<file path="src/rtl/mem_arbiter.sv">
// Two-port round-robin arbiter in front of the 6-bit-address / 8-bit-data CPU memory.
// Port A is the CPU and may lock the bus across accesses; port B is the loader/DMA master.
module mem_arbiter #(
    parameter int MEM_LAT = 1
) (
    input  logic       clk,
    input  logic       reset,
    input  logic       req_a,
    input  logic       req_b,
    input  logic       we_a,
    input  logic       we_b,
    input  logic [5:0] adr_a,
    input  logic [5:0] adr_b,
    input  logic [7:0] wdata_a,
    input  logic [7:0] wdata_b,
    input  logic       lock_a,
    output logic       gnt_a,
    output logic       gnt_b,
    output logic       ack_a,
    output logic       ack_b,
    output logic [7:0] rdata,
    output logic [5:0] mem_adr,
    output logic       mem_rd,
    output logic       mem_wr,
    output logic [7:0] mem_dout,
    output logic       mem_doe,
    input  logic [7:0] mem_din
);

    typedef enum logic [1:0] {IDLE, ACC, ACK} state_t;

    localparam logic [2:0] LAT_INIT = 3'(MEM_LAT - 1);

    state_t     state_q;
    logic [2:0] lat_q;
    logic       owner_q;     // 0 = A, 1 = B
    logic       last_srv_q;  // 0 = A, 1 = B
    logic       lock_q;
    logic       we_q;
    logic       gnt_a_q, gnt_b_q, ack_a_q, ack_b_q;
    logic       mem_rd_q, mem_wr_q;
    logic [5:0] mem_adr_q;
    logic [7:0] mem_dout_q, rdata_q;

    // An ACK cycle arbitrates with the lock and last-served values that this same ACK commits.
    logic       lock_eff, last_eff, elig_b, pick_a, pick_b;
    logic       we_d;
    logic [5:0] adr_d;
    logic [7:0] wdata_d;

    always_comb begin
        lock_eff = (state_q == ACK && !owner_q) ? lock_a : lock_q;
        last_eff = (state_q == ACK) ? owner_q : last_srv_q;
        elig_b   = req_b && !lock_eff;
        pick_a   = req_a && (!elig_b || last_eff);
        pick_b   = elig_b && (!req_a || !last_eff);
        we_d     = pick_a ? we_a    : we_b;
        adr_d    = pick_a ? adr_a   : adr_b;
        wdata_d  = pick_a ? wdata_a : wdata_b;
    end

    always_ff @(posedge clk) begin
        if (reset) begin
            state_q    <= IDLE;
            lat_q      <= '0;
            owner_q    <= 1'b0;
            last_srv_q <= 1'b1;
            lock_q     <= 1'b0;
            we_q       <= 1'b0;
            gnt_a_q    <= 1'b0;
            gnt_b_q    <= 1'b0;
            ack_a_q    <= 1'b0;
            ack_b_q    <= 1'b0;
            mem_rd_q   <= 1'b0;
            mem_wr_q   <= 1'b0;
            mem_adr_q  <= '0;
            mem_dout_q <= '0;
            rdata_q    <= '0;
        end else begin
            case (state_q)
                IDLE, ACK: begin
                    ack_a_q <= 1'b0;
                    ack_b_q <= 1'b0;
                    if (state_q == ACK) begin
                        last_srv_q <= owner_q;
                        if (!owner_q)
                            lock_q <= lock_a;
                    end
                    if (pick_a || pick_b) begin
                        state_q    <= ACC;
                        lat_q      <= LAT_INIT;
                        owner_q    <= pick_b;
                        we_q       <= we_d;
                        mem_adr_q  <= adr_d;
                        mem_dout_q <= wdata_d;
                        mem_rd_q   <= !we_d;
                        mem_wr_q   <= we_d;
                        gnt_a_q    <= pick_a;
                        gnt_b_q    <= pick_b;
                    end else begin
                        state_q <= IDLE;
                    end
                end
                ACC: begin
                    if (lat_q == 3'd0) begin
                        state_q  <= ACK;
                        mem_rd_q <= 1'b0;
                        mem_wr_q <= 1'b0;
                        gnt_a_q  <= 1'b0;
                        gnt_b_q  <= 1'b0;
                        ack_a_q  <= !owner_q;
                        ack_b_q  <= owner_q;
                        if (!we_q)
                            rdata_q <= mem_din;
                    end else begin
                        lat_q <= lat_q - 3'd1;
                    end
                end
                default: state_q <= IDLE;
            endcase
        end
    end

    assign gnt_a    = gnt_a_q;
    assign gnt_b    = gnt_b_q;
    assign ack_a    = ack_a_q;
    assign ack_b    = ack_b_q;
    assign rdata    = rdata_q;
    assign mem_adr  = mem_adr_q;
    assign mem_rd   = mem_rd_q;
    assign mem_wr   = mem_wr_q;
    assign mem_doe  = mem_wr_q;
    assign mem_dout = mem_dout_q;

endmodule
</file>
<file path="config.mk">
export PLATFORM = sky130hd
export DESIGN_NAME = mem_arbiter
export DESIGN_NICKNAME = d
export VERILOG_FILES = /design/src/rtl/mem_arbiter.sv
export SDC_FILE = /design/constraint.sdc
export NUM_CORES = 1
export LEC_CHECK = 0
export ABC_AREA = 1
export CAP_MARGIN = 5
export CORE_MARGIN = 1.5
export CORE_UTILIZATION = 45
export DETAILED_ROUTE_END_ITERATION = 16
export HOLD_SLACK_MARGIN = 0.05
export PLACE_DENSITY = 0.83
export SLEW_MARGIN = 20
export SYNTH_ARGS = -nofsm -noshare
export SYNTH_HDL_FRONTEND = slang
export SYNTH_SLANG_ARGS = --single-unit
</file>
<file path="constraint.sdc">
create_clock -name clk -period 3 [get_ports clk]
set_input_delay 0.6 -clock clk [delete_from_list [all_inputs] [get_ports clk]]
set_output_delay 0.6 -clock clk [all_outputs]
set_load 0.005 [all_outputs]
</file>
---- Word level (Yosys, flattened, before mapping) ----
Index checks and enable logic that the tools add are counted.
operators by class
  add/subtract/negate cells ............... 1
  equality and inequality tests ........... 5
  mux-type cells .......................... 24
  bitwise operators ....................... 2
  reduce and logical (&&, ||, !) cells .... 23
operators by type and width
  operator             count
  $pmux 1 s2           6
  $reduce_and 3->1     4
  $mux 1               11
  $mux 8               1
  $logic_not 1->1      6
  $mux 3               2
  $mux 6               1
  $ne 2x2->1 const B   3
  $pmux 3 s2           1
  $logic_and 1x1->1    4
  $pmux 2 s2           1
  $reduce_and 2->1     2
  $logic_not 3->1      1
  $logic_or 1x1->1     3
  $sub 3x1->3 const B  1
  $eq 2x1->1 const B   1
  $eq 2x2->1 const B   1
  $logic_not 2->1      1
  $mux 2               1
  $not 1->1            2
  $reduce_bool 2->1    1
  $reduce_or 2->1      1
storage, ports and cells
  flip-flop bits (word level) ............. 37
  bits of input ports ..................... 43
  output and inout port bits .............. 29
  word-level logic and storage cells ...... 70

---- Logic depth before layout (Yosys ltp) ----
Gate-level depths: netlist of run 1.
  depth in word-level cells ............... 12
  mapped depth ............................ 11
  mapped depth without buffers ............ 11

---- Least setup slack after synthesis of run 1 ----
OpenSTA, ideal clock, no wires.
  path type ............................... input port to flip-flop
  start ................................... input reset
  end ..................................... register rdata_q[0] (netlist: rdata[0])
  setup time .............................. 0.065 ns
  arrival ................................. 1.344 ns
  required time ........................... 2.935 ns
  slack ................................... 1.591 ns
  stages .................................. 5
  path buffers ............................ 2
  cell sequence ........................... buf_2 inv_1 clkbuf_1 o21ai_0 nor2_1
RTL lines
  item                  RTL line  text
  from (decl)           7         input logic reset,
  to (signal assigned)  114       rdata_q <= mem_din;
  to (decl)             43        logic [7:0] mem_dout_q, rdata_q;

==> reports/qor.yml, run 1 <==
clocking:
  cts_resized: 0
  cts_buffers: 5
  root_buffer: "clkbuf_8"
  cts_tree: "yes"
  clk_latency_ps: 290
  htreeDepth: 2
  clockBufferDepth: 2
  clkSinkCount: 37
  cts_setup_buffers: 0
  clk_pin_slew_worst_paths_ps: 70
  hold_buffers: 0
grt:
  grt_max_degree: 16
  grt_overflow: 0
  grt_pass1_vias: 1549
  grt_util_all_layers_pct: 20.1
  grt_pass1_wl_um: 6630
  antenna_found_initial: 0
synthesis:
  synthCells: 253
  ys_ff_latch: 37
  ys.flop_type: "dfxtp_1"
  syn_area_per_cell_um2: 7.01
  synth_top_cell_area_share_pct: 41.8
  ys_seq_area_share_pct: 41.8
  yosysWarnings: 0
  synth_fp_nets: 298
  synth.distinct_cells: 24
  netlist_area_mm2: 0.00177
  async_reset_ff_share_pct: 0
  synth_top_cell_by_area: "dfxtp_1"
  ys_top_cells_by_area: "dfxtp_1 42%, nand2_1 14%, inv_1 8.7%"
  synth_edf_count: 0
critical_path:
  slowest_stage: "clkdlybuf4s50_1"
  crit_path_start_kind: "input port"
  cp.arrival_ps: 2080
  path_max_fanout: 15
  end_kind: "flop"
  worst-path-buf-inv: 3
  crit_type: "input port to flop"
  crit_top_cell: "nand2_1"
  crit_path_max_incr_delay_ps: 720
  crit_family: "buffers and inverters"
  crit_chain: "clkdlybuf4s50_1 > inv_1 > nand2_4 > inv_4 > nand2_1 > nand2_1"
  cp.required_ps: 3170
cells_and_area:
  area_delta_synth_final_pct: 44.6
  antenna-diode-count: 0
  nets: 369
  drive_gt1_share_pct: 10.5
  n_fill_cell: 316
sta:
  rsz0062_at_grt: "false"
  period_minus_slack_ps: 1910
  post-route-period-util_pct: 63.7
  slew_viol_final: 0
  finClkSkew_ps: 5.47
  finalHoldViolations: 0
  tightest_slew_ps: 432
  fin_tns_setup_ps: 0
  fmax_mhz: 523
  slew_headroom_pct: 71.2
  finalSetupViolCount: 0
floorplan:
  die_height_um: 65.8
  die_x_um: 65.8
  start_util_pct: 47.7
  coreArea_mm2: 0.00372
  die_area_mm2: 0.00433
  rows: 22
  ios: 72
power:
  power-per-cell-area_mw_per_mm2: 492
  p_leak_nw: 1.23
  swShare_pct: 28.1
  seqPwrFrac_pct: 46.1
  p_sw_mw: 0.355
  ir_drop_uv: 406
  p_int_mw: 0.908
  clkPwrFrac_pct: 27.2
  total_power_mw: 1.26
  p_comb_share_pct: 26.8
route:
  firstDrtPassIters: 4
  vias_per_cell: 4.57
  via_count: 1699
  wl_per_cell_um: 10.8
  drt-initial-drc-count: 98
  drcViolationCount: 0
  wirelength_um: 4030
  antenna_left: 0
flow_run:
  max-cap-violations: 0
placed_design:
  dp_hpwl_um: 2950
  numPortBuffers: 71
  globalplace.congestion: 0.783
min_path:
  holdCritPathClass: "flop to flop"
run_status:
  status: "finished clean"
-- final timing paths --
path                            startpoint         end  slack, ps  cells past startpoint
worst max-delay path                 reset        we_q       1090                      6
worst min-delay path            mem_adr[2]  mem_adr[2]        460                      2
worst min register to register  mem_adr[2]  mem_adr[2]        460                      2
worst max register to register  state_q[1]  mem_adr[3]       1420                      9
-- synthesized netlist by cell type (2+ instances only) --
library cell   n
inv_4          2
nand2_1       66
a21oi_1        7
nor2_4         3
nand3_2        2
nand2_2       14
buf_6          2
inv_1         41
nand3_1       26
o21ai_0       11
nand2_4        2
buf_4          2
ha_1           2
dfxtp_1       37
inv_2          3
nand4_1        2
nor2_1        24
-- final cells by class --
type	count	area, µm²	area share (%)
clock buffer	7	86.3	3.37
sequential	37	741	28.9
multi-input combinational	163	788	30.7
inverter	46	178	6.93
timing repair buffer	71	711	27.7
tap	48	60.1	2.34
-- cell families after synthesis --
family | share of synthesized area [%]
AO/OA/AOI/OAI | 5.57
XOR/XNOR | 0.494
adder cells (fa/ha/maj) | 1.41
buffers and inverters | 13.8
flip-flops | 41.8
AND/OR/NAND/NOR | 37.0
-- layer usage --
metal,vias to the layer above,wire [µm],track usage (%)
met2,49,1850,33.0
met4,0,54,6.25
li1,909,-,-
met3,5,297,7.84
met1,736,1830,24.1
met5,-,0,0
-- state kept, by name, summed over array words and instances (netlist names), 2 cells and up --
name      flops
mem_dout      8
rdata         8
mem_adr       6
lat_q         3
state_q       2
-- worst reg2reg max path: stages (launching register included) --
cell and delay [ps]:
dfxtp_1 430, inv_1 60, nor2_1 160, nand3_1 90, nand2_1 90, nand3_1 110, nand2_2 270, nand2_1 110
nand3_1 110, nand2_1 50
-- placed cells by master (no fill, tap or decap) --
master	count
nand2_4	2
nor2_4	3
a21oi_1	7
o21ai_0	11
clkbuf_8	6
inv_2	3
nor2_1	24
clkbuf_1	1
nand3_2	2
inv_1	41
ha_1	2
nand2_2	14
nor2_2	1
nand3_1	26
clkdlybuf4s50_1	71
inv_4	2
nand4_1	2
nand2_1	66
nor3_1	1
dfxtp_1	37
xnor2_1	1
o21ai_2	1
-- metrics by stage --
step           setup slack [ps]  hold slack [ps]  instance area (µm²)  utilization (%)  cells
2_1_floorplan              1590              440                 1770                -    253
3_3_place_gp                879              441                 2480             66.7    365
3_5_place_dp                798              444                 2480             66.7    365
4_1_cts                    1090              459                 2560             69.0    372
5_1_grt                     988              471                 2560             69.0    372
6_report                   1090              458                 2560             69.0    372
-- power groups by stage --
stage	logic (mW)	registers [mW]	clock network, mW
finish	0.338	0.582	0.343
global placement	0.332	0.592	0
CTS	0.342	0.582	0.347
global route	0.377	0.588	0.374
detailed placement	0.339	0.591	0
floorplan	0.171	0.592	0
(Power assumes the default switching activity.)
==> run 2, diff against run 1 <==
--- a/config.mk
+++ b/config.mk
@@ -8,10 +8,10 @@
 export ABC_AREA = 1
 export CAP_MARGIN = 5
 export CORE_MARGIN = 1.5
-export CORE_UTILIZATION = 45
+export CORE_UTILIZATION = 43
 export DETAILED_ROUTE_END_ITERATION = 16
 export HOLD_SLACK_MARGIN = 0.05
-export PLACE_DENSITY = 0.83
+export PLACE_DENSITY = 0.8
 export SLEW_MARGIN = 20
 export SYNTH_ARGS = -nofsm -noshare
 export SYNTH_HDL_FRONTEND = slang
==> constraint.sdc (replaced) <==
create_clock -name clk -period 1.93 [get_ports clk]
set_input_delay 0.386 -clock clk [delete_from_list [all_inputs] [get_ports clk]]
set_output_delay 0.386 -clock clk [all_outputs]
set_load 0.005 [all_outputs]
==> run 2 against run 1 <==
Net effect: clock power up 99%; sequential share of layout area down 0.53 points; final area up 1.9%; cell count up 1.3%; global-route usage down 1.7 points; register-to-register slack worse by 1000 ps; first-iteration DRC count down 13%; flip-flop and latch count unchanged; critical path type is now flop to flop; largest power group unchanged.
==> reports/qor.yml, run 2 (synthesis results as in run 1) <==
placed_design:
  numPortBuffers: 71
  placedCellCount: 369
  globalplace.congestion: 0.856
  pre_cts_ws_ps: 119
  dp_hpwl_um: 2950
  place_area_mm2: 0.00249
critical_path:
  crit_path_max_incr_delay_ps: 430
  crit_path_start_kind: "flop"
  slowest_stage: "dfxtp_1"
  crit_type: "flop to flop"
  r2r_cells: 9
  cp.arrival_ps: 1740
  crit_chain: "inv_1 > nor2_1 > nand3_1 > nand2_1 > nand3_1 > nand2_2 > nand2_1 > nand3_1 > nand2_1"
  path_max_fanout: 14
  cp.required_ps: 2110
  end_kind: "flop"
route:
  vias_per_cell: 4.57
  wirelength_um: 3960
  firstDrtPassIters: 4
  wl_per_cell_um: 10.5
  via_count: 1722
  drcViolationCount: 0
  drt-initial-drc-count: 85
  antenna_left: 0
grt:
  antenna_found_initial: 0
  grt_pass1_wl_um: 6300
  grt_overflow: 0
  grt_util_all_layers_pct: 18.4
  grt_max_degree: 16
  grt_pass1_vias: 1495
cells_and_area:
  nets: 371
  n_fill_cell: 359
  drive_gt1_share_pct: 11.3
  multiInputGateArea_um2: 788
  final_common_cell: "clkdlybuf4s50_1"
  fin_util_pct: 65.8
  antenna-diode-count: 0
  area_delta_synth_final_pct: 47.3
  stdcell_count: 377
  final_area_mm2: 0.00261
  regArea_um2: 741
  final_cell_mix: "71 x clkdlybuf4s50_1, 66 x nand2_1, 41 x inv_1, 37 x dfxtp_1, 26 x nand3_1"
floorplan:
  ios: 72
  die_height_um: 67.2
  coreArea_mm2: 0.00397
  start_util_pct: 44.6
  die_area_mm2: 0.00452
  rows: 23
  die_x_um: 67.2
power:
  p_sw_mw: 0.560
  power-per-cell-area_mw_per_mm2: 808
  seqPwrFrac_pct: 42.8
  total_power_mw: 2.11
  ir_drop_uv: 508
  swShare_pct: 26.5
  clkPwrFrac_pct: 32.3
  p_comb_share_pct: 24.9
  p_int_mw: 1.55
  p_leak_nw: 1.25
sta:
  fin_tns_setup_ps: 0
  holdWs_ps: 459
  finClkSkew_ps: 4.48
  rsz0062_at_grt: "false"
  fmax_mhz: 642
  slew_headroom_pct: 80.1
  finalHoldViolations: 0
  fin_ws_ps: 372
  slew_viol_final: 0
  tightest_slew_ps: 297
  post-route-period-util_pct: 80.7
  finalSetupViolCount: 0
  period_minus_slack_ps: 1560
run_status:
  status: "finished clean"
clocking:
  cts_resized: 0
  cts_tree: "yes"
  clockBufferDepth: 2
  hold_buffers: 0
  cts_buffers: 5
  clkSinkCount: 37
  root_buffer: "clkbuf_8"
  cts_setup_buffers: 0
  clk_pin_slew_worst_paths_ps: 70
  clk_latency_ps: 290
  htreeDepth: 2
min_path:
  holdCritPathClass: "flop to flop"
  hold_path_depth: 2
flow_run:
  max-cap-violations: 0
[run 2: changes by cell type in the layout (fill, tap and decap cells not counted)]
cell and change:
buf_4 +2, bufinv_16 +1
[run 2: final cells by class]
| class | instances | area share [%] |
|---|---|---|
| well taps | 50 | 2.40 |
| inverters | 46 | 6.80 |
| flip-flops and latches | 37 | 28.4 |
| clock inverters | 1 | 1.15 |
| clock buffers | 7 | 3.31 |
| multi-input cells | 163 | 30.2 |
| repair buffers | 73 | 27.8 |
[run 2: power by group through the flow]
stage / Clock (mW) / Combinational (mW) / Sequential (mW)
2_1_floorplan: 0 / 0.266 / 0.921
3_3_place_gp: 0 / 0.522 / 0.918
3_5_place_dp: 0 / 0.528 / 0.919
4_1_cts: 0.700 / 0.532 / 0.904
5_1_grt: 0.724 / 0.589 / 0.915
6_report: 0.681 / 0.527 / 0.903
[run 2: worst max-delay path: cells and delay by family (launching register included)]
family                 cells  cell delay (ps)
and+or+nand+nor            8              960
DFF                        1              430
buffers and inverters      1               60
[run 2: routing by layer]
metal	global-route usage, %	wire length (µm)	vias to the layer above
met5	0	0	-
met4	7.65	61	0
li1	-	-	911
met2	29.0	1780	49
met3	5.83	296	5
met1	23.3	1820	757
[run 2: path summary, 6_finish.rpt]
path / start / endpoint / slack [ps]
setup / recovery: state_q[1] / mem_dout[2] / 370
setup reg to reg: state_q[1] / mem_dout[2] / 370
hold reg to reg: mem_dout[2] / mem_dout[2] / 460
hold / removal: mem_dout[2] / mem_dout[2] / 460
==> run 3, diff against run 2 <==
==> constraint.sdc (replaced) <==
create_clock -name clk -period 1.45 [get_ports clk]
set_input_delay 0.29 -clock clk [delete_from_list [all_inputs] [get_ports clk]]
set_output_delay 0.29 -clock clk [all_outputs]
set_load 0.005 [all_outputs]
==> run 3 against run 2 <==
Net effect: the run now ends with negative setup slack left; critical path depth increased by 3; first-iteration DRC count shrank 4.7%; non-clock buffer count increased by 30; register-to-register slack got worse by 460 ps; critical path type unchanged; sequential power up 34%; worst hold slack got worse by 4.3 ps; routed wire length increased by 30%; highest routed layer unchanged; die area unchanged; cell count rose by 8.2%.
==> reports/qor.yml, run 3 (synthesis results as in run 1) <==
run_status:
  status: "finished with violations"
  violations: "negative setup slack"
clocking:
  clkSinkCount: 37
  htreeDepth: 2
  clockBufferDepth: 2
  clk_latency_ps: 290
  root_buffer: "clkbuf_8"
  cts_buffers: 5
  hold_buffers: 0
  cts_tree: "yes"
  clk_pin_slew_worst_paths_ps: 70
critical_path:
  crit_type: "flop to flop"
  crit_path_max_incr_delay_ps: 320
  crit_path_start_kind: "flop"
  cp.arrival_ps: 1760
  end_kind: "flop"
  reg2reg_slack_ps: -80
  reg2reg_to: "rdata[6]"
  r2r_cells: 12
  cp.required_ps: 1680
  crit_chain: "inv_2 > ha_4 > inv_2 > nor2_4 > inv_2 > nor2_4 > inv_2 > nor2_4 > buf_6 > buf_6 > o21ai_0 > nor2_1"
  crit_top_cell: "inv_2"
  path_max_fanout: 5
  slowest_stage: "dfxtp_1"
  r2r_start: "lat_q[1]"
floorplan:
  coreArea_mm2: 0.00397
  ios: 72
  die_height_um: 67.2
  start_util_pct: 44.6
  rows: 23
  die_x_um: 67.2
  die_area_mm2: 0.00452
route:
  firstDrtPassIters: 4
  via_count: 1916
  drcViolationCount: 0
  antenna_left: 0
  drt-initial-drc-count: 81
  wirelength_um: 5130
  wl_per_cell_um: 12.6
  vias_per_cell: 4.70
grt:
  grt_max_degree: 16
  grt_util_all_layers_pct: 21.0
  antenna_found_initial: 0
  grt_pass1_vias: 1727
  grt_overflow: 0
  grt_pass1_wl_um: 7200
flow_run:
  max-cap-violations: 0
cells_and_area:
  stdcell_count: 408
  final_area_mm2: 0.00304
  nets: 402
  antenna-diode-count: 0
  n_fill_cell: 271
  fin_util_pct: 76.6
  final_cell_mix: "62 x nand2_1, 57 x clkdlybuf4s50_1, 37 x inv_1, 25 x nand3_1, 25 x buf_4"
  drive_gt1_share_pct: 29.1
  final_common_cell: "nand2_1"
  area_delta_synth_final_pct: 71.6
power:
  total_power_mw: 3.09
  swShare_pct: 28.2
  clkPwrFrac_pct: 29.6
  seqPwrFrac_pct: 39.3
  ir_drop_uv: 709
  power-per-cell-area_mw_per_mm2: 1020
  p_comb_share_pct: 31.2
  p_leak_nw: 1.62
  p_int_mw: 2.22
  p_sw_mw: 0.872
sta:
  finalSetupViolCount: 8
  slew_viol_final: 0
  tightest_slew_ps: 258
  fin_ws_ps: -83.5
  rsz0062_at_grt: "true"
  finalHoldViolations: 0
  post-route-period-util_pct: 106
  period_minus_slack_ps: 1530
  fin_tns_setup_ps: -531
  slew_headroom_pct: 82.6
  finClkSkew_ps: 2.38
  fmax_mhz: 652
placed_design:
  place_area_mm2: 0.00265
  globalplace.congestion: 0.827
  dp_hpwl_um: 3180
  placedCellCount: 388
  numPortBuffers: 71
min_path:
  whs_endpoint: "mem_adr[1]"
  min-delay-start: "mem_adr[1]"
  holdCritPathClass: "flop to flop"
  hold_path_depth: 2
[run 3: power groups by stage]
| stage | sequential, mW | clock (mW) | combinational [mW] |
|---|---|---|---|
| finish | 1.21 | 0.915 | 0.964 |
| global route | 1.23 | 0.967 | 1.04 |
| CTS | 1.20 | 0.926 | 0.845 |
| detailed placement | 1.22 | 0 | 0.798 |
| global placement | 1.22 | 0 | 0.786 |
| floorplan | 1.23 | 0 | 0.355 |
[run 3: timing repair]
item | 4_1_cts | 5_1_grt
setup buffers | 6 | 5
gates cloned | 0 | 1
pin swaps | 7 | 11
setup endpoints to repair | 28 | 49
gates resized for setup | 15 | 55
[run 3: worst max path at each step]
stage / start / to / slack, ps / cells after the start
6_report: lat_q[1] / rdata[6] / -80 / 12
5_1_grt: lat_q[0] / rdata[5] / -180 / 12
4_1_cts: lat_q[0] / rdata[4] / -50 / 11
3_5_place_dp: req_a / mem_adr[3] / -220 / 7
3_3_place_gp: lock_a / mem_dout[6] / -180 / 8
2_1_floorplan: state_q[0] / mem_adr[0] / 130 / 11
[run 3: metrics by stage]
step	hold WS (ps)	setup WS, ps
detailed placement	447	-222
CTS	461	-48.3
finish	455	-83.5
global route	466	-177
floorplan	425	127
global placement	443	-175
[run 3: metal layers]
| layer | GRT usage (%) | routed length, µm | vias up |
|---|---|---|---|
| met5 | 0 | 0 | - |
| met4 | 7.65 | 69 | 0 |
| met3 | 5.83 | 307 | 8 |
| met2 | 36.4 | 2550 | 62 |
| met1 | 24.7 | 2200 | 872 |
| li1 | - | - | 974 |
[run 3: cell type report]
type / count / area [µm²] / area share [%]
Inverter: 46 / 183 / 6.01
Sequential cell: 37 / 757 / 24.9
Clock buffer: 7 / 86.3 / 2.84
Clock inverter: 1 / 30.0 / 0.987
Multi-Input combinational cell: 164 / 906 / 29.8
Tap cell: 50 / 62.6 / 2.06
Timing Repair Buffer: 103 / 1020 / 33.4
[run 3: critical path, delay by kind of cell, from the launching register on]
kind / cells / cell delay (ps)
AND/OR/NAND/NOR: 4 / 490
buffers and inverters: 6 / 440
flip-flops: 1 / 320
adder cells (fa/ha/maj): 1 / 130
AO/OA/AOI/OAI: 1 / 100
==> edit 1 (settings of run 3) <==
Encoding of `state_t`: now one-hot (3 bits for 3 states).
--- a/src/rtl/mem_arbiter.sv
+++ b/src/rtl/mem_arbiter.sv
@@ -27,7 +27,7 @@
     input  logic [7:0] mem_din
 );
 
-    typedef enum logic [1:0] {IDLE, ACC, ACK} state_t;
+    typedef enum logic [2:0] {IDLE = 3'b001, ACC = 3'b010, ACK = 3'b100} state_t;
 
     localparam logic [2:0] LAT_INIT = 3'(MEM_LAT - 1);
 
Function: same outputs for any inputs over 10 cycles, from zero or initial values and one cycle with reset high; not proved beyond that.
==> edit 1 against run 3 <==
The flow still finishes with violations (setup timing). Power grew 11%. Final area is 3.0% higher. Area after synthesis rose by 7.7%. Setup slack better by 0.030 ns. Sequential cell count grew 1. Wire length increased by 1.2%. Die area grew 7.3%. Critical path type unchanged.
==> edit 1: results (changes against run 3) <==
logic_synthesis:
  ys_top_cells_by_count: "50 x nand2_1, 45 x inv_1, 38 x dfxtp_1"
  syn_inst: 261  # +3.2%
  synth_seq_area_share_pct: 39.8  # -1.9 points
  synthTopCellsByArea: "dfxtp_1 40%, nand2_1 9.8%, inv_1 8.8%"
  synthDistinctLibCells: 25  # +4.2%
  synth_nets: 306  # +2.7%
route:
  drt_iter0_drc: 51  # -37%
  vias: 1951  # +1.8%
  vias_per_cell: 4.70  # +0.11%
status:
  violations: "setup timing"
  outcome: "finished with violations"
sta:
  worst_slack_ns: -0.0535  # +0.0300 ns
  slew_headroom_pct: 82.6  # about the same
  fin_skew_ns: 0.00884  # +0.00645 ns
  setup_viol: 14  # +6
worst_setup_path:
  cp.arrival_ns: 1.70  # -0.06 ns
  worst_r2r_path_depth: 9  # -3
  cpPeakStageDelay_ns: 0.34  # +0.02 ns
  r2r_start: "state_q[0]"
  path_max_fanout: 4  # -1
  r2r_end: "we_q"
  cp_slowest_cell: "dfxtp_2"
  cp-endpoint: "we_q"
power:
  ir_drop_mv: 0.755  # +6.5%
  leakage_nw: 1.63  # +0.51%
grt:
  grt_pass1_wl_um: 8580  # +19%
  grt_pass1_vias: 1891  # +9.5%
  grt.total_usage_pct: 22.1  # +1.1 points
  grt_max_degree: 26  # +10
worst_hold_path:
  min-delay-start: "mem_doe"
placed_design:
  dp.cells: 398  # +2.6%
  place_area_um2: 2800  # +5.5%
final_layout:
  fin_nets: 407  # +1.2%
## edit 1: cell count changes after synthesis, sizes merged, moves of 2 or more
cell    change
nand3       +5
clkbuf      +2
o21ai      +13
nand2      -17
## edit 1: power breakdown
group | switching [mW] | internal (mW)
clock | 0.398 | 0.689
combinational | 0.499 | 0.575
sequential | 0.0788 | 1.18
## edit 1: metrics by stage
step / power, mW / setup WS [ns]
global placement: 2.21 / -0.250
global route: 3.58 / -0.137
finish: 3.42 / -0.0535
floorplan: 1.74 / 0.0691
detailed placement: 2.23 / -0.299
CTS: 3.35 / -0.0394
## edit 1: worst reg2reg max path, cell delays in order, from the launching register on
cell	delay, ns
dfxtp_2	0.34
nor2_4	0.16
nand4_1	0.16
nand2_4	0.13
nand3_4	0.09
nand2_2	0.14
buf_4	0.15
nand3_2	0.12
nand3_2	0.08
inv_1	0.03
## edit 1: worst min-delay path by stage
stage / end / slack, ns
after detailed placement: gnt_b / 0.47
final: mem_doe / 0.47
after global placement: gnt_a / 0.46
after floorplan: state_q[2] / 0.37
after CTS: mem_doe / 0.48
after global routing: gnt_b / 0.49
## edit 1: cell type report
class | instances | area, µm²
clock buffer | 5 | 68.8
clock inverter | 3 | 68.8
fill | 323 | 1190
inverter | 47 | 184
multi-input combinational | 168 | 965
sequential | 38 | 787
tap | 52 | 65.1
timing repair buffer | 102 | 996
## edit 1: what timing repair did
action,CTS,global route
endpoints found under the hold margin,0,0
buffers inserted,3,5
gates resized for setup,29,34
cloned,1,0
setup endpoints to repair,31,52
pin swaps,4,7
## edit 1: cells by family after synthesis
logic type | Yosys count | synth area share (%)
compound gates | 33 | 9.04
xor+xnor | 1 | 0.459
fa+ha+maj | 2 | 1.31
buf+inv | 56 | 14.1
flops | 38 | 39.8
simple gates | 131 | 35.3
## edit 1: routing by layer
layer | global-route usage [%] | wire, µm
met4 | 10.5 | 87
met3 | 4.80 | 239
met5 | 0 | 0
met2 | 38.1 | 2680
met1 | 26.0 | 2180
==> edit 2 (flow settings as in run 3) <==
Made on the original files. Make the reset (`reset`) asynchronous in one clocked block.
--- a/src/rtl/mem_arbiter.sv
+++ b/src/rtl/mem_arbiter.sv
@@ -59,7 +59,7 @@
         wdata_d  = pick_a ? wdata_a : wdata_b;
     end
 
-    always_ff @(posedge clk) begin
+    always_ff @(posedge clk or posedge reset) begin
         if (reset) begin
             state_q    <= IDLE;
             lat_q      <= '0;
Formal check against the unedited RTL: differs if reset is asserted again (counterexample within 4 cycles, from zero or initial values and one cycle with reset high); with reset held inactive, the same outputs for 10 cycles.
==> edit 2 against run 3 <==
The run still ends with setup timing left. Final area rose by 8.6%. Sequential cell count stayed put. Final cell count rose by 2.2%. Wire length increased by 5.5%. Setup slack got worse by 0.0064 ns. Area after synthesis up 8.7%. Maximum frequency is 0.42% lower. Critical path depth fell by 1. Via count grew 4.8%. Count of clock-buffer cells in the layout did not move. Highest routed layer unchanged.
Power is not compared: it rests on default switching activity, and its combinational part moved more than twofold at a synthesized area within 25%.
==> edit 2: results (changes against run 3) <==
grt:
  grt.total_usage_pct: 21.2  # +0.22 points
  antenna_found_initial: 0  # unchanged
  grt_pass1_vias: 1952  # +13%
  grt_pass1_wl_um: 8370  # +16%
  grt_remaining_overflow: 0  # unchanged
  grt_max_degree: 38  # +22
route:
  finalWirelength_um: 5410  # +5.5%
  wl_per_cell_um: 13.0  # +3.2%
  dr.pass1.iters: 4  # unchanged
  vias_per_cell: 4.82  # +2.5%
  drt_iter0_drc: 79  # -2.5%
cts:
  clk_latency_ns: 0.29  # about the same
  htreeDepth: 2  # unchanged
  ctsRootBufferMaster: "clkbuf_8"
  path_clk_slew_ns: 0.07  # about the same
  cts.path.max_buffers: 2  # unchanged
status:
  outcome: "finished with violations"
  violations: "setup timing"
logic_synthesis:
  postSynth.asyncResetShare_pct: 100  # +100 points
  synthMuxAreaShare_pct: 0  # unchanged
  synthTopCellsByArea: "dfrtp_1 47%, nand3_1 14%, nand2_1 12%"
  synth_seq_area_share_pct: 48.1  # +6.3 points
  synth.avg_cell_area_um2: 7.74  # +10%
  synth_xor_area_share_pct: 0.455  # -0.039 points
  synth-adder-area-share_pct: 1.30  # -0.11 points
  synthDistinctLibCells: 23  # -4.2%
  synth_compound_area_share_pct: 4.87  # -0.71 points
  synth_nets: 294  # -1.3%
  synth_warnings: 0  # unchanged
  synth.most_common_cell: "nand2_1"
  ys_top_cells_by_count: "63 x nand2_1, 55 x nand3_1, 52 x inv_1"
worst_hold_path:
  min_path_type: "in2async"
sta:
  finalMaxSlewViolations: 0  # unchanged
  worst_slack_ns: -0.0899  # -0.00640 ns
  slew_headroom_pct: 82.9  # +0.21 points
  setup_viol: 18  # +10
  fin_skew_ns: 0.00343  # +0.00105 ns
placed_design:
  hpwl_um: 3490  # +9.7%
  dp.cells: 384  # -1.0%
  gp_congestion: 0.769  # -7.1%
final_layout:
  fillers: 318  # +17%
  drive_gt1_share_pct: 24.9  # -4.1 points
  antennaDiodeCount: 0  # unchanged
  fin_nets: 409  # +1.7%
worst_setup_path:
  cpPeakStageDelay_ns: 0.40  # +0.08 ns
  cp_slowest_cell: "dfrtp_1"
  path_max_fanout: 8  # +3
  cp.arrival_ns: 1.73  # -0.03 ns
power:
  leakage_nw: 1.90
==> edit 2: cell count changes after synthesis, moves of 7 or more <==
cell,run 3,this run
o21ai_2,1,8
nand3_1,26,55
dfxtp_1,37,0
a21oi_1,7,0
nand2_2,14,2
inv_1,41,52
o21ai_0,11,2
nor2_1,24,7
dfrtp_1,0,36
==> edit 2: layer usage <==
metal  part of all wire, %  global-route usage, %  vias up  wire [µm]
met5                     0                      0        -          0
li1                      -                      -      994          -
met1                    41                   25.8      933       2210
met2                    52                   37.0       72       2810
met3                   5.7                   4.33        9        310
met4                   1.5                   7.91        0         80
==> edit 2: where the power goes <==
group          total, mW  switching [mW]  internal, mW
logic               3.68            1.67          2.01
registers           1.83           0.286          1.55
clock network      0.941           0.380         0.561
total               6.46            2.34          4.12
==> edit 2: final cells by class <==
class / instances / share of cell area (%)
sequential: 37 / 28.1
timing repair buffer: 119 / 36.3
inverter: 53 / 6.02
tap: 52 / 1.97
clock buffer: 7 / 2.61
clock inverter: 1 / 0.909
multi-input combinational: 148 / 24.1
==> edit 2: timing repair <==
item,CTS,global route
endpoints found under the setup margin,23,50
hold buffers,0,0
buffers inserted,6,18
gates resized for setup,19,40
pin swaps,4,11
gates cloned,1,2
endpoints found under the hold margin,0,0
==> edit 2: final timing paths <==
path                               start          end  slack, ns  depth (start not counted)
worst max-delay path            lat_q[0]     rdata[2]      -0.09                         11
worst min-delay path               reset  mem_dout[6]       0.34                          3
worst max register to register  lat_q[0]     rdata[2]      -0.09                         11
worst min register to register  rdata[0]     rdata[0]       0.48                          2
max in group asynchronous          reset   last_srv_q       0.85                          3
min in group clk                rdata[0]     rdata[0]       0.48                          2
==> edit 2: cell families after synthesis <==
logic type      Yosys count
simple gates            133
buf+inv                  64
flops                    37
compound gates           12
fa+ha+maj                 2
xor+xnor                  1
==> edit 2: stage by stage <==
| step | setup TNS [ns] | worst slack, ns | instance area (µm²) | total power, mW |
|---|---|---|---|---|
| final | -0.762 | -0.0899 | 3300 | 6.46 |
| after detailed placement | -4.90 | -0.216 | 2850 | 4.84 |
| after CTS | -0.914 | -0.115 | 3040 | 5.92 |
| after global placement | -3.70 | -0.168 | 2850 | 4.75 |
| after floorplan | -1.05 | -0.177 | 1930 | 3.31 |
| after global routing | -3.01 | -0.157 | 3300 | 6.92 |
==> edit 2: worst max-delay path: cells and delay by family, from the launching register on <==
| kind | cells | cell delay, ns |
|---|---|---|
| AOI/OAI and AO/OA | 1 | 0.05 |
| adders and majority gates | 1 | 0.13 |
| buffers and inverters | 4 | 0.31 |
| and+or+nand+nor | 5 | 0.56 |
| DFF | 1 | 0.40 |
